==> src/rtl/otter_hazard_unit.sv <==
// Hazard/control unit for the 5-stage OTTER pipeline: forwarding selects, load-use bubbles, branch flushes.
// Define HAZARD_PERF_CNT_EN to add the saturating STALL_CNT/FLUSH_CNT performance counters.
module otter_hazard_unit #(
    parameter int RA_W             = 5,
    parameter int LOAD_USE_BUBBLES = 1
`ifdef HAZARD_PERF_CNT_EN
    , parameter int CNT_W          = 32
`endif
) (
    input  logic            CLK,
    input  logic            RST,
    input  logic [RA_W-1:0] DE_RS1,
    input  logic [RA_W-1:0] DE_RS2,
    input  logic            DE_USES_RS1,
    input  logic            DE_USES_RS2,
    input  logic [RA_W-1:0] DE_RD,
    input  logic            DE_REG_WRITE,
    input  logic            DE_MEM_READ,
    input  logic            EX_BR_TAKEN,
    output logic            PC_EN,
    output logic            FE_DE_EN,
    output logic            FE_DE_FLUSH,
    output logic            DE_EX_FLUSH,
    output logic [1:0]      FWD_A_SEL,
    output logic [1:0]      FWD_B_SEL,
    output logic            STALL
`ifdef HAZARD_PERF_CNT_EN
    ,
    output logic [CNT_W-1:0] STALL_CNT,
    output logic [CNT_W-1:0] FLUSH_CNT
`endif
);

    typedef enum logic {
        S_RUN,
        S_STALL
    } state_t;

    localparam logic [1:0] BUBBLE_CNT_INIT = 2'(LOAD_USE_BUBBLES - 1);

    state_t          state, state_next;
    logic [1:0]      cnt, cnt_next;
    logic            stall;

    // WB entry is not kept: the register file is write-through, so it never needs a compare.
    logic            ex_valid, ex_reg_write, ex_mem_read;
    logic [RA_W-1:0] ex_rd;
    logic            mem_valid, mem_reg_write;
    logic [RA_W-1:0] mem_rd;

    logic            ex_prod, mem_prod;
    logic            ex_hit_a, ex_hit_b, mem_hit_a, mem_hit_b;
    logic            load_use;
    logic [1:0]      fwd_a_next, fwd_b_next;

    assign ex_prod   = ex_valid  & ex_reg_write  & (ex_rd  != '0);
    assign mem_prod  = mem_valid & mem_reg_write & (mem_rd != '0);
    assign ex_hit_a  = ex_prod  & (DE_RS1 == ex_rd);
    assign ex_hit_b  = ex_prod  & (DE_RS2 == ex_rd);
    assign mem_hit_a = mem_prod & (DE_RS1 == mem_rd);
    assign mem_hit_b = mem_prod & (DE_RS2 == mem_rd);
    assign load_use  = ex_mem_read & ((DE_USES_RS1 & ex_hit_a) | (DE_USES_RS2 & ex_hit_b));

    assign fwd_a_next = ex_hit_a ? 2'd1 : (mem_hit_a ? 2'd2 : 2'd0);
    assign fwd_b_next = ex_hit_b ? 2'd1 : (mem_hit_b ? 2'd2 : 2'd0);

    // NOTE: every signal driven here gets a default first, so no path leaves one unassigned (no latch).
    always_comb begin
        state_next = state;
        cnt_next   = cnt;
        stall      = 1'b0;
        if (EX_BR_TAKEN) begin
            state_next = S_RUN;
            cnt_next   = '0;
        end else begin
            unique case (state)
                S_RUN: begin
                    if (load_use) begin
                        stall = 1'b1;
                        if (LOAD_USE_BUBBLES > 1) begin
                            state_next = S_STALL;
                            cnt_next   = BUBBLE_CNT_INIT;
                        end
                    end
                end
                S_STALL: begin
                    stall    = 1'b1;
                    cnt_next = cnt - 2'd1;
                    if (cnt <= 2'd1) begin
                        state_next = S_RUN;
                        cnt_next   = '0;
                    end
                end
                default: state_next = S_RUN;
            endcase
        end
    end

    always_comb begin
        PC_EN       = ~stall;
        FE_DE_EN    = ~stall;
        FE_DE_FLUSH = EX_BR_TAKEN;
        DE_EX_FLUSH = stall | EX_BR_TAKEN;
        STALL       = stall;
        if (RST) begin
            PC_EN       = 1'b0;
            FE_DE_EN    = 1'b0;
            FE_DE_FLUSH = 1'b1;
            DE_EX_FLUSH = 1'b1;
            STALL       = 1'b0;
        end
    end

    // NOTE: sequential state uses non-blocking assignments so every register samples pre-edge values.
    always_ff @(posedge CLK or posedge RST) begin
        if (RST) begin
            state         <= S_RUN;
            cnt           <= '0;
            ex_valid      <= 1'b0;
            ex_rd         <= '0;
            ex_reg_write  <= 1'b0;
            ex_mem_read   <= 1'b0;
            mem_valid     <= 1'b0;
            mem_rd        <= '0;
            mem_reg_write <= 1'b0;
            FWD_A_SEL     <= 2'd0;
            FWD_B_SEL     <= 2'd0;
        end else begin
            state         <= state_next;
            cnt           <= cnt_next;
            mem_valid     <= ex_valid;
            mem_rd        <= ex_rd;
            mem_reg_write <= ex_reg_write;
            ex_valid      <= ~DE_EX_FLUSH;
            ex_rd         <= DE_RD;
            ex_reg_write  <= DE_REG_WRITE;
            ex_mem_read   <= DE_MEM_READ;
            FWD_A_SEL     <= DE_EX_FLUSH ? 2'd0 : fwd_a_next;
            FWD_B_SEL     <= DE_EX_FLUSH ? 2'd0 : fwd_b_next;
        end
    end

`ifdef HAZARD_PERF_CNT_EN
    always_ff @(posedge CLK or posedge RST) begin
        if (RST) begin
            STALL_CNT <= '0;
            FLUSH_CNT <= '0;
        end else begin
            if (stall && (STALL_CNT != '1))
                STALL_CNT <= STALL_CNT + 1'b1;
            if (EX_BR_TAKEN && (FLUSH_CNT != '1))
                FLUSH_CNT <= FLUSH_CNT + 1'b1;
        end
    end
`endif

endmodule

==> config.mk <==
export PLATFORM = sky130hd
export DESIGN_NAME = otter_hazard_unit
export DESIGN_NICKNAME = d
export VERILOG_FILES = /design/src/rtl/otter_hazard_unit.sv
export SDC_FILE = /design/constraint.sdc
export NUM_CORES = 1
export LEC_CHECK = 0
export CORE_UTILIZATION = 25
export CTS_CLUSTER_SIZE = 14
export DETAILED_ROUTE_END_ITERATION = 8
export GPL_TIMING_DRIVEN = 0
export SYNTH_ARGS = -nofsm -noshare
export SYNTH_HDL_FRONTEND = slang
export SYNTH_SLANG_ARGS = --single-unit
==> constraint.sdc <==
create_clock -name CLK -period 2.3 [get_ports CLK]
set_clock_uncertainty 0.1 [all_clocks]
set_input_delay 0.23 -clock CLK [delete_from_list [all_inputs] [get_ports CLK]]
set_output_delay 0.23 -clock CLK [all_outputs]
set_load 0.03 [all_outputs]
; ---- After elaboration in Yosys (flattened, before gate mapping)
; Index checks and enable logic that the tools add are counted.
; Widths: inputs -> output; s select.
[totals]
ff_bits = 22
latchBits = 0
ram_bits = 0
mem_bits_ro = 0
out_inout_bits = 9
mem_count = 0
[classes]
n_addsub = 1
multipliers = 0
n_div = 0
n_lt_le_gt_ge = 1
eq_ne = 4
n_shift = 0
mux = 19
n_bitwise = 16
reduce_logical = 3
[op_table]
columns = operator, count
row1 = $eq 5x5->1, 4
row2 = $mux 2, 9
row3 = $and 1x1->1, 11
row4 = $reduce_bool 5->1, 2
row5 = $mux 1, 9
row6 = $not 1->1, 3
row7 = $le 2x1->1 const B, 1
row8 = $or 1x1->1, 2
row9 = $pmux 1 s2, 1
row10 = $reduce_bool 2->1, 1
row11 = $sub 2x1->2 const B, 1

; ---- Longest topological paths before layout
; Gate-level depths: netlist (run 1).
[depth]
depth_word = 12
depth_mapped = 6
mapped_depth_nobuf = 5

; ---- Worst setup path before layout (run 1)
; OpenSTA, ideal clock, no wires.
[synth_path]
path_kind = reg2out
from = register ex_rd[1]
to = output port PC_EN
arrival_ps = 2259
t_required_ps = 1970
setup_slack_ps = -289
path_stages_with_launch = 7
n_path_buf = 1
cell_sequence = dfrtp_1 -> or4_1 -> nor2_2 -> nor4_2 -> a22o_4 -> a31oi_1 -> buf_4
[synth_between]
elab_chain_cells = 11
word_cells_on_any_way = 15
[synth_rtl]
columns = element, line_no
row1 = from (decl), 47  ; logic [RA_W-1:0] ex_rd;
row2 = from (signal assigned), 120  ; ex_rd <= '0;
row3 = from (signal assigned), 135  ; ex_rd <= DE_RD;
row4 = $reduce_bool 5->1, 56  ; assign ex_prod = ex_valid & ex_reg_write & (ex_rd != '0);
row5 = $and 1x1->1, 56
row6 = $and 1x1->1 (on tied branches), "58, 59"
row7 = $and 1x1->1, 62  ; assign load_use = ex_mem_read & ((DE_USES_RS1 & ex_hit_a) | (DE_USES_RS2 & ex_hit_b));
row8 = $or 1x1->1 *, 62
row9 = $and 1x1->1 *, 62
row10 = $mux 1 *, 78  ; if (load_use) begin
row11 = $pmux 1 s2 *, 76  ; unique case (state)
row12 = $mux 1 *, 72  ; if (EX_BR_TAKEN) begin
row13 = $not 1->1 *, -
row14 = $mux 1 *, -
row15 = to (decl), 20  ; output logic PC_EN,
; Mark *: on every way between the ends. The rest lies on a longest branch, timed or not.

; ---- Final worst setup path (run 1)
[layout_path]
from = register ex_rd[1]
to = output port PC_EN
[layout_between]
elab_chain_cells = 11
word_cells_on_any_way = 15
[layout_rtl]
columns = element, line_no
row1 = $reduce_bool 5->1, 56
row2 = $and 1x1->1, 56
row3 = $and 1x1->1 (on tied branches), "58, 59"
row4 = $and 1x1->1, 62
row5 = $or 1x1->1 *, 62
row6 = $and 1x1->1 *, 62
row7 = $mux 1 *, 78
row8 = $pmux 1 s2 *, 76
row9 = $mux 1 *, 72
row10 = $not 1->1 *, 100  ; PC_EN = ~stall;
row11 = $mux 1 *, 105  ; if (RST) begin
; Marked as above.

==> flow_summary.ini, run 1 <==
[setup_path]
crit_required_ns = 1.97
crit_fanout = 4
path_class = reg2out
start_kind = register
crit_path_end_kind = output port
arrival_ns = 2.06

[clock_network]
path_clk_slew_ns = 0.08
clockRootBuffer = clkbuf_8
clock_path_buffers = 2
clock_latency_ns = 0.26
cts_sinks = 22
cts-buffers-inserted = 3
cts_max_level = 1
cts_tree = built

[global_routing]
grt_max_degree = 13
grt_pass1_wl_mm = 3.78
grt_overflow = 0
grt_pass1_vias = 858
antenna_found_initial = 0
grt_use_total_pct = 11.5

[placed_design]
dp_hpwl_mm = 1.60
placed_cells = 164
io_buffer_count = 30
gp_congestion = 0.885

[timing]
setup_tns_ns = -0.266
setup_viol = 4
setup_ws_ns = -0.0934
drv_slew = 0
hold_ws_ns = 0.284
tightest_slew_ns = 0.547
fmax_ghz = 0.418
rsz0062_at_grt = true
period_minus_slack_ns = 2.39
finalCritPeriodShare_pct = 104
maxSlewHeadroom_pct = 63.3
final_hold_viol_count = 0

[synth]
synth-seq-cells = 22
synth.avg_cell_area_um2 = 11.7
syn-instance-count = 86
synth_top_cell_by_area = dfrtp_1
syn-cell-area_um2 = 1000
yosys_warnings = 0
ys_seq_area_share_pct = 54.9
synth_fp_nets = 108
synth.area.top_cells = dfrtp_1 55%, xor2_1 10%, xnor2_1 7.0%, a21oi_1 2.5%, a21o_1 2.2%
synth_top_area_share_pct = 54.9
synth_cell_types = 28

[pwr]
power.switching_uw = 195
p_seq_share_pct = 50.2
p_int_uw = 624
p_clk_share_pct = 33.4
powerDensity_nw_per_um2 = 541
swShare_pct = 23.8
finalPower_uw = 819
p_leak_nw = 0.636
ir_drop_v = 0.000179
pwr-share-comb_pct = 16.4

[outcome]
outcome = finished, violations left
failed_checks = setup timing

[die]
die_width_um = 65.3
core_um2 = 3740
io_pins = 31
die_h_um = 65.3
dieArea_um2 = 4270
start_util_pct = 26.8
fp-row-count = 22

[drt]
drt_wl_total_mm = 2.20
wl_per_cell_um = 12.6
vias = 798
viasPerCell = 4.56
drt-initial-drc-count = 20
dr.pass1.iters = 4
drc_errors = 0
drtAntennaViolNets = 0

[final_layout]
fillers = 381
syn_to_final_growth_pct = 50.9
num_antenna_cells = 0
layout_commonest_cell = clkdlybuf4s50_1
seq_area_um2 = 551
multi_input_comb_area_um2 = 472
layout.cells.non_filler = 175
final_net_count = 150
final_cell_mix = 26 x clkdlybuf4s50_1, 22 x dfrtp_1, 12 x xor2_1
drive_gt1_share_pct = 18.9

[run]
cap_viol_max_count = 0

[worst_hold_path]
hold_class = reg2reg
==> per-stage QoR <==
| step | setup WS, ns | utilization (%) | cell area [um^2] |
|---|---|---|---|
| final | -0.0934 | 40.4 | 1510 |
| after global routing | -0.176 | 40.4 | 1510 |
| after CTS | -0.125 | 40.0 | 1500 |
| after detailed placement | -0.742 | 36.8 | 1380 |
| after global placement | -0.703 | 36.8 | 1380 |
| after floorplan | 0.0403 | - | 1020 |
==> critical path, cell delays in order, from the launching register on <==
cell and delay (ns):
dfrtp_1 0.39, or4_4 0.55, nor2_4 0.14, nor4_4 0.07, a22o_4 0.28, a31oi_4 0.15, buf_6 0.11, buf_6 0.11
==> cell type report <==
type                    count  share of cell area [%]
plain buffers               2                   0.993
clock buffers               4                    3.64
inverters                   2                   0.744
multi-input cells          60                    31.2
flip-flops and latches     22                    36.4
well taps                  48                    3.97
repair buffers             36                    22.7
repair inverters            1                   0.331
==> synth_stat cells <==
master and count:
nand4b_1 1, a21oi_1 5, nand2_1 3, and2_0 1, a311oi_1 1, a21o_1 3
nor3_1 4, or3_1 1, dfrtp_1 22, buf_1 1, a21o_2 1, a31oi_1 2
xor2_1 12, buf_4 1, a32o_1 1, a22o_4 1, nor2b_1 2, nand4_1 3
nor2_1 3, nor2_2 1, nand3_1 1, or4_1 1, nor4_2 1, inv_1 2
xnor2_1 8, nor3b_1 1, nor4_1 1, and3_1 2
==> flip-flops by register name (all words and copies together), names as in the netlist, 2 cells and up <==
signal	flops
ex_rd	5
mem_rd	5
FWD_A_SEL	2
FWD_B_SEL	2
cnt	2
==> logic make-up (layout without fill, tap and decap cells) <==
group	after synthesis	count (layout)	share of synthesized area [%]
AOI/OAI and AO/OA	14	14	10.5
xor gates and xnor gates	20	20	17.5
DFF	22	22	54.9
and+or+nand+nor	26	26	15.2
buffers and inverters	4	45	1.87
==> worst paths after layout <==
| check | start | to | slack (ns) | cells past startpoint |
|---|---|---|---|---|
| worst max register to register | ex_rd[1] | FWD_A_SEL[0] | 0.50 | 6 |
| worst max-delay path | ex_rd[1] | PC_EN | -0.09 | 7 |
| worst min register to register | ex_valid | mem_valid | 0.28 | 0 |
| worst min-delay path | ex_valid | mem_valid | 0.28 | 0 |
| min in group asynchronous | RST | state | 0.33 | 3 |
| max in group asynchronous | RST | FWD_B_SEL[0] | 1.41 | 2 |
==> power by group through the flow <==
stage	Sequential, mW	Clock [mW]	Combinational (mW)
6_report	0.411	0.273	0.134
5_1_grt	0.413	0.298	0.145
4_1_cts	0.411	0.278	0.134
3_5_place_dp	0.421	0	0.119
3_3_place_gp	0.420	0	0.118
2_1_floorplan	0.418	0	0.0582
==> metal layers <==
metal	GRT usage (%)	share of wire, %	wire length (um)	vias up
li1	-	-	-	382
met4	4.08	1.1	25	0
met2	20.2	52	1140	21
met5	0	0	0	-
met1	13.8	43	939	393
met3	2.08	4.5	98	2
==> repair_timing <==
action / CTS / global route
hold buffers: 0 / 0
setup endpoints to repair: 5 / 4
pin swaps: 4 / 3
gates resized for setup: 30 / 2
buffers inserted: 5 / 1
gates cloned: 1 / 0
Note: power is estimated with default switching activity, not from simulation.
==> inputs of run 2 (changes only) <==
Settings changed: ABC_AREA set to 1, GPL_TIMING_DRIVEN 0 to not set.
==> run 2 against run 1 <==
  * The run now ends clean
  * Utilization down 3.0 points
  * Worst hold slack about the same
  * Sequential power barely moved
  * Setup slack better by 0.29 ns
  * Count of clock-buffer cells in the layout unchanged
  * Global-route usage shrank 1.4 points
  * Clock power fell by 2%
  * Fmax up 14%
==> flow_summary.ini, run 2 <==
[outcome]
outcome = complete, no violations

[setup_path]
path_class = reg2out
crit_required_ns = 1.97
reg2reg_depth = 8
crit_path_end = FE_DE_EN
crit_fanout = 4
r2r_end = FWD_A_SEL[1]
crit_start = ex_rd[2]
r2r_start = ex_rd[0]
start_kind = register
rrSetupSlack_ns = 0.84
arrival_ns = 1.77
crit_path_end_kind = output port

[die]
io_pins = 31
die_h_um = 64.8
dieArea_um2 = 4190
die_width_um = 64.8
core_um2 = 3720
fp-row-count = 22
start_util_pct = 26.5

[pwr]
power.switching_uw = 181
p_int_uw = 615
powerDensity_nw_per_um2 = 572
pwr-share-comb_pct = 14.3
ir_drop_v = 0.000210
p_leak_nw = 0.634
p_clk_share_pct = 33.7
swShare_pct = 22.7
finalPower_uw = 795
p_seq_share_pct = 52.0

[drt]
vias = 766
viasPerCell = 4.14
drc_errors = 0
drt-initial-drc-count = 30
drt_wl_total_mm = 1.92
wl_per_cell_um = 10.4
drtAntennaViolNets = 0
dr.pass1.iters = 4

[timing]
final_hold_viol_count = 0
period_minus_slack_ns = 2.10
finalCritPeriodShare_pct = 91.3
rsz0062_at_grt = false
tightest_slew_ns = 0.310
drv_slew = 0
fmax_ghz = 0.476
setup_viol = 0
setup_tns_ns = 0
maxSlewHeadroom_pct = 79.3

[clock_network]
clockRootBuffer = clkbuf_8
cts_tree = built
cts_sinks = 22
path_clk_slew_ns = 0.07
cts_setup_buffers = 0
clock_latency_ns = 0.26
clock_path_buffers = 2
cts_resized = 0
cts-buffers-inserted = 3
cts_max_level = 1
cts_hold_buf = 0

[synth]
synth_fp_nets = 125
synth.area.top_cells = dfrtp_1 56%, xnor2_1 8.9%, nand2_1 7.2%, xor2_1 6.2%, nor2_1 5.7%
syn-instance-count = 103
yosysMostFrequentCell = dfrtp_1
synth_cell_types = 14
ys_seq_area_share_pct = 55.9
synth.avg_cell_area_um2 = 9.56
synth-main-ff-cell = dfrtp_1
synthTopCellsByCount = 22 x dfrtp_1, 19 x nand2_1, 15 x nor2_1
synth_top_cell_by_area = dfrtp_1
synth_top_area_share_pct = 55.9
async_reset_ff_share_pct = 100
yosys_warnings = 0
synth-seq-cells = 22
syn-cell-area_um2 = 985
synth-edff-count = 0

[final_layout]
fillers = 389
final_cell_mix = 26 x clkdlybuf4s50_1, 22 x dfrtp_1, 19 x nand2_1
drive_gt1_share_pct = 8.03
syn_to_final_growth_pct = 41.2
layout_commonest_cell = clkdlybuf4s50_1
final_net_count = 160
num_antenna_cells = 0
largestRegisters = ex_rd (5), mem_rd (5)
final_core_util_pct = 37.4

[global_routing]
grt_max_degree = 23
grt_pass1_wl_mm = 3.15
grt_overflow = 0
grt_pass1_vias = 749
antenna_found_initial = 0
grt_use_total_pct = 10.1

[run]
cap_viol_max_count = 0

[placed_design]
io_buffer_count = 30
gp_congestion = 0.816
dp_hpwl_mm = 1.53

[worst_hold_path]
hold_class = in2async
==> run 2: cell types whose count changed in the layout (fill, tap and decap cells not counted), moves of 3 or more <==
cell / delta
a21o_1: -3
a21oi_1: -3
buf_6: -4
inv_1: +11
nand2_1: +16
nand3_1: +5
nor2_1: +12
xor2_1: -5
==> run 2: logic make-up (layout without fill, tap and decap cells) <==
group | count (synthesis) | in the layout | synth area share (%)
and+or+nand+nor | 48 | 48 | 21.9
buffers and inverters | 13 | 47 | 5.34
AOI/OAI and AO/OA | 3 | 3 | 1.78
DFF | 22 | 22 | 55.9
xor gates and xnor gates | 17 | 17 | 15.1
==> run 2: worst min path at each step <==
stage            startpoint       endpoint  cells after the start
6_report                RST   ex_reg_write                      3
2_1_floorplan           RST   FWD_A_SEL[0]                      1
4_1_cts                 RST   ex_reg_write                      3
3_5_place_dp   ex_reg_write  mem_reg_write                      0
5_1_grt                 RST   ex_reg_write                      3
3_3_place_gp       ex_valid      mem_valid                      0
==> run 2: power by group through the flow <==
stage	combinational, mW	sequential [mW]	clock (mW)
2_1_floorplan	0.0571	0.418	0
3_3_place_gp	0.113	0.421	0
3_5_place_dp	0.114	0.422	0
4_1_cts	0.115	0.414	0.279
5_1_grt	0.124	0.416	0.294
6_report	0.113	0.414	0.268
==> run 2: worst max-delay path, cell delays in order, from the launching register on <==
cell	delay, ns
dfrtp_1	0.44
nor2_1	0.13
nand3_1	0.08
nand2_1	0.09
inv_1	0.06
nand4_1	0.08
nand2_1	0.07
nand2_2	0.10
nand2_1	0.06
a21oi_1	0.20
buf_4	0.20
==> run 2: layer usage <==
layer / track usage, % / vias up / share of wire (%)
met5: 0 / - / 0
met4: 6.67 / 0 / 2.8
met3: 2.29 / 5 / 4.1
met2: 16.1 / 17 / 48
met1: 12.0 / 358 / 45
li1: - / 386 / -
==> run 2: final cells by class <==
class / count / area, um^2 / share of cell area [%]
flip-flops and latches: 22 / 551 / 39.6
multi-input cells: 68 / 382 / 27.5
repair buffers: 31 / 298 / 21.4
well taps: 48 / 60.1 / 4.32
clock buffers: 4 / 55.1 / 3.96
inverters: 12 / 45.0 / 3.24
==> run 2: stage by stage <==
stage | cells | instance area (um^2) | hold slack, ns | setup WS (ns)
finish | 185 | 1390 | 0.283 | 0.200
CTS | 185 | 1390 | 0.278 | 0.191
global placement | 181 | 1340 | 0.263 | 0.283
floorplan | 103 | 985 | 0.119 | 0.214
detailed placement | 181 | 1340 | 0.274 | 0.250
global route | 185 | 1390 | 0.291 | 0.0340
==> inputs of run 3 (changes only) <==
Settings changed: ABC_AREA 1 to not set, PLACE_DENSITY_LB_ADDON set to 0.2.
Clock period 2.3 ns to 1.9 ns, I/O delays scaled along.
==> run 3 against run 2 <==
  * Die area grew 1.7%
  * Final cell count grew 0.54%
  * Highest routed layer unchanged
  * Global-route usage grew 1.8 points
  * Wire length grew 16%
  * First-iteration DRC count shrank 57%
  * Sequential share of layout area shrank 5.1 points
  * The flow now finishes with violations (setup timing)
  * Critical path depth shrank 4
  * Non-clock buffer count grew 20
  * Combinational power grew 58%
  * Total power grew 21%
==> flow_summary.ini, run 3 (same netlist as run 1, synthesis figures left out) <==
[outcome]
outcome = finished, violations left
failed_checks = setup timing

[timing]
drv_slew = 0
fmax_ghz = 0.430
period_minus_slack_ns = 2.32
final_hold_viol_count = 0
rsz0062_at_grt = true
finalCritPeriodShare_pct = 122
maxSlewHeadroom_pct = 76.6
setup_tns_ns = -1.58
setup_viol = 4
setup_ws_ns = -0.425
hold_ws_ns = 0.217
tightest_slew_ns = 0.350

[pwr]
powerDensity_nw_per_um2 = 604
ir_drop_v = 0.000346
p_leak_nw = 0.708

[clock_network]
clock_path_buffers = 2
cts_setup_buffers = 0
cts-buffers-inserted = 3
clock_latency_ns = 0.26
cts_hold_buf = 0
cts_tree = built
cts_max_level = 1
cts_sinks = 22
path_clk_slew_ns = 0.08
clockRootBuffer = clkbuf_8

[drt]
wl_per_cell_um = 11.9
dr.pass1.iters = 4
drtAntennaViolNets = 0
wl_met2_mm = 1.11
top_layer = met4
viasPerCell = 4.34
vias = 808
drc_errors = 0
drt_wl_total_mm = 2.22
wl_met3_um = 60
drt-initial-drc-count = 13
wl_met1_mm = 1.03

[setup_path]
crit_start = ex_rd[3]
arrival_ns = 2.03
path_class = reg2out
r2r_end = FWD_A_SEL[0]
crit_path_end = STALL
crit_path_end_kind = output port
crit_fanout = 4
start_kind = register
crit_required_ns = 1.61
rrSetupSlack_ns = 0.06
r2r_start = ex_rd[1]
reg2reg_depth = 7

[global_routing]
grt_use_total_pct = 11.9
grt_max_degree = 18
grt_pass1_vias = 832
antenna_found_initial = 0
grt_overflow = 0
grt_pass1_wl_mm = 3.83

[die]
die_h_um = 65.3
fp-row-count = 22
io_pins = 31
core_um2 = 3740
dieArea_um2 = 4270
die_width_um = 65.3
start_util_pct = 26.8

[placed_design]
gp_congestion = 0.800
io_buffer_count = 30
dp_hpwl_mm = 1.78

[final_layout]
largestRegisters = ex_rd (5), mem_rd (5)
seq_area_um2 = 551
final_cell_mix = 26 x clkdlybuf4s50_1, 22 x dfrtp_1, 21 x buf_4
final_net_count = 162
fillers = 377
drive_gt1_share_pct = 26.1
multi_input_comb_area_um2 = 473
num_antenna_cells = 0
layout_commonest_cell = clkdlybuf4s50_1
syn_to_final_growth_pct = 59.2

[worst_hold_path]
hold_class = in2async

[run]
cap_viol_max_count = 0
-- run 3: changes by cell type in the layout (fill, tap and decap cells not counted), sizes merged, moves of 5 or more --
cell	previous run	this run
buf	5	25
nor2	15	4
xor2	7	12
nand3	7	1
nand2	20	3
inv	12	2
-- run 3: layout make-up --
| type | instances | area share [%] |
|---|---|---|
| sequential | 22 | 34.5 |
| inverter | 2 | 0.471 |
| tap | 48 | 3.76 |
| clock buffer | 3 | 2.59 |
| timing repair buffer | 51 | 29.0 |
| multi-input combinational | 60 | 29.6 |
-- run 3: repair_timing --
action | in CTS | in global routing
setup endpoints to repair | 4 | 6
resized for setup | 8 | 0
endpoints found under the hold margin | 0 | 0
pin swaps | 6 | 1
cloned | 0 | 0
-- run 3: report_power, final --
group          switching, mW  total (mW)  internal [mW]  leakage, nW
Combinational         0.0757       0.179          0.103        0.411
Sequential            0.0158       0.500          0.484        0.275
Clock                  0.144       0.285          0.141       0.0216
-- run 3: routing by layer --
metal / vias up / GRT usage (%)
met2: 11 / 18.8
met4: 0 / 3.26
met1: 389 / 16.3
met3: 2 / 2.60
met5: - / 0
li1: 406 / -
-- run 3: worst min path at each step --
stage / start / endpoint / slack (ns) / cells after the start
final: RST / ex_reg_write / 0.22 / 3
after global routing: RST / ex_reg_write / 0.24 / 3
after CTS: RST / ex_reg_write / 0.22 / 3
after detailed placement: ex_valid / mem_valid / 0.25 / 0
after global placement: ex_valid / mem_valid / 0.26 / 0
after floorplan: RST / FWD_A_SEL[0] / 0.10 / 1
-- run 3: through the flow --
stage               setup slack [ns]  cells  utilization (%)  area (um^2)  total power [mW]
floorplan                     -0.246     86                -         1020             0.577
global placement              -0.249    185             40.9         1530             0.681
detailed placement            -0.267    185             40.9         1530             0.682
CTS                           -0.454    186             42.6         1600             0.973
global route                  -0.491    186             42.6         1600              1.01
finish                        -0.425    186             42.6         1600             0.964
-- run 3: critical path, cell delays in order (launching register included) --
cell and delay (ns):
dfrtp_1 0.38, or4_4 0.54, nor2_4 0.14, nor4_4 0.06, a22o_4 0.28, a32o_2 0.24
buf_6 0.13
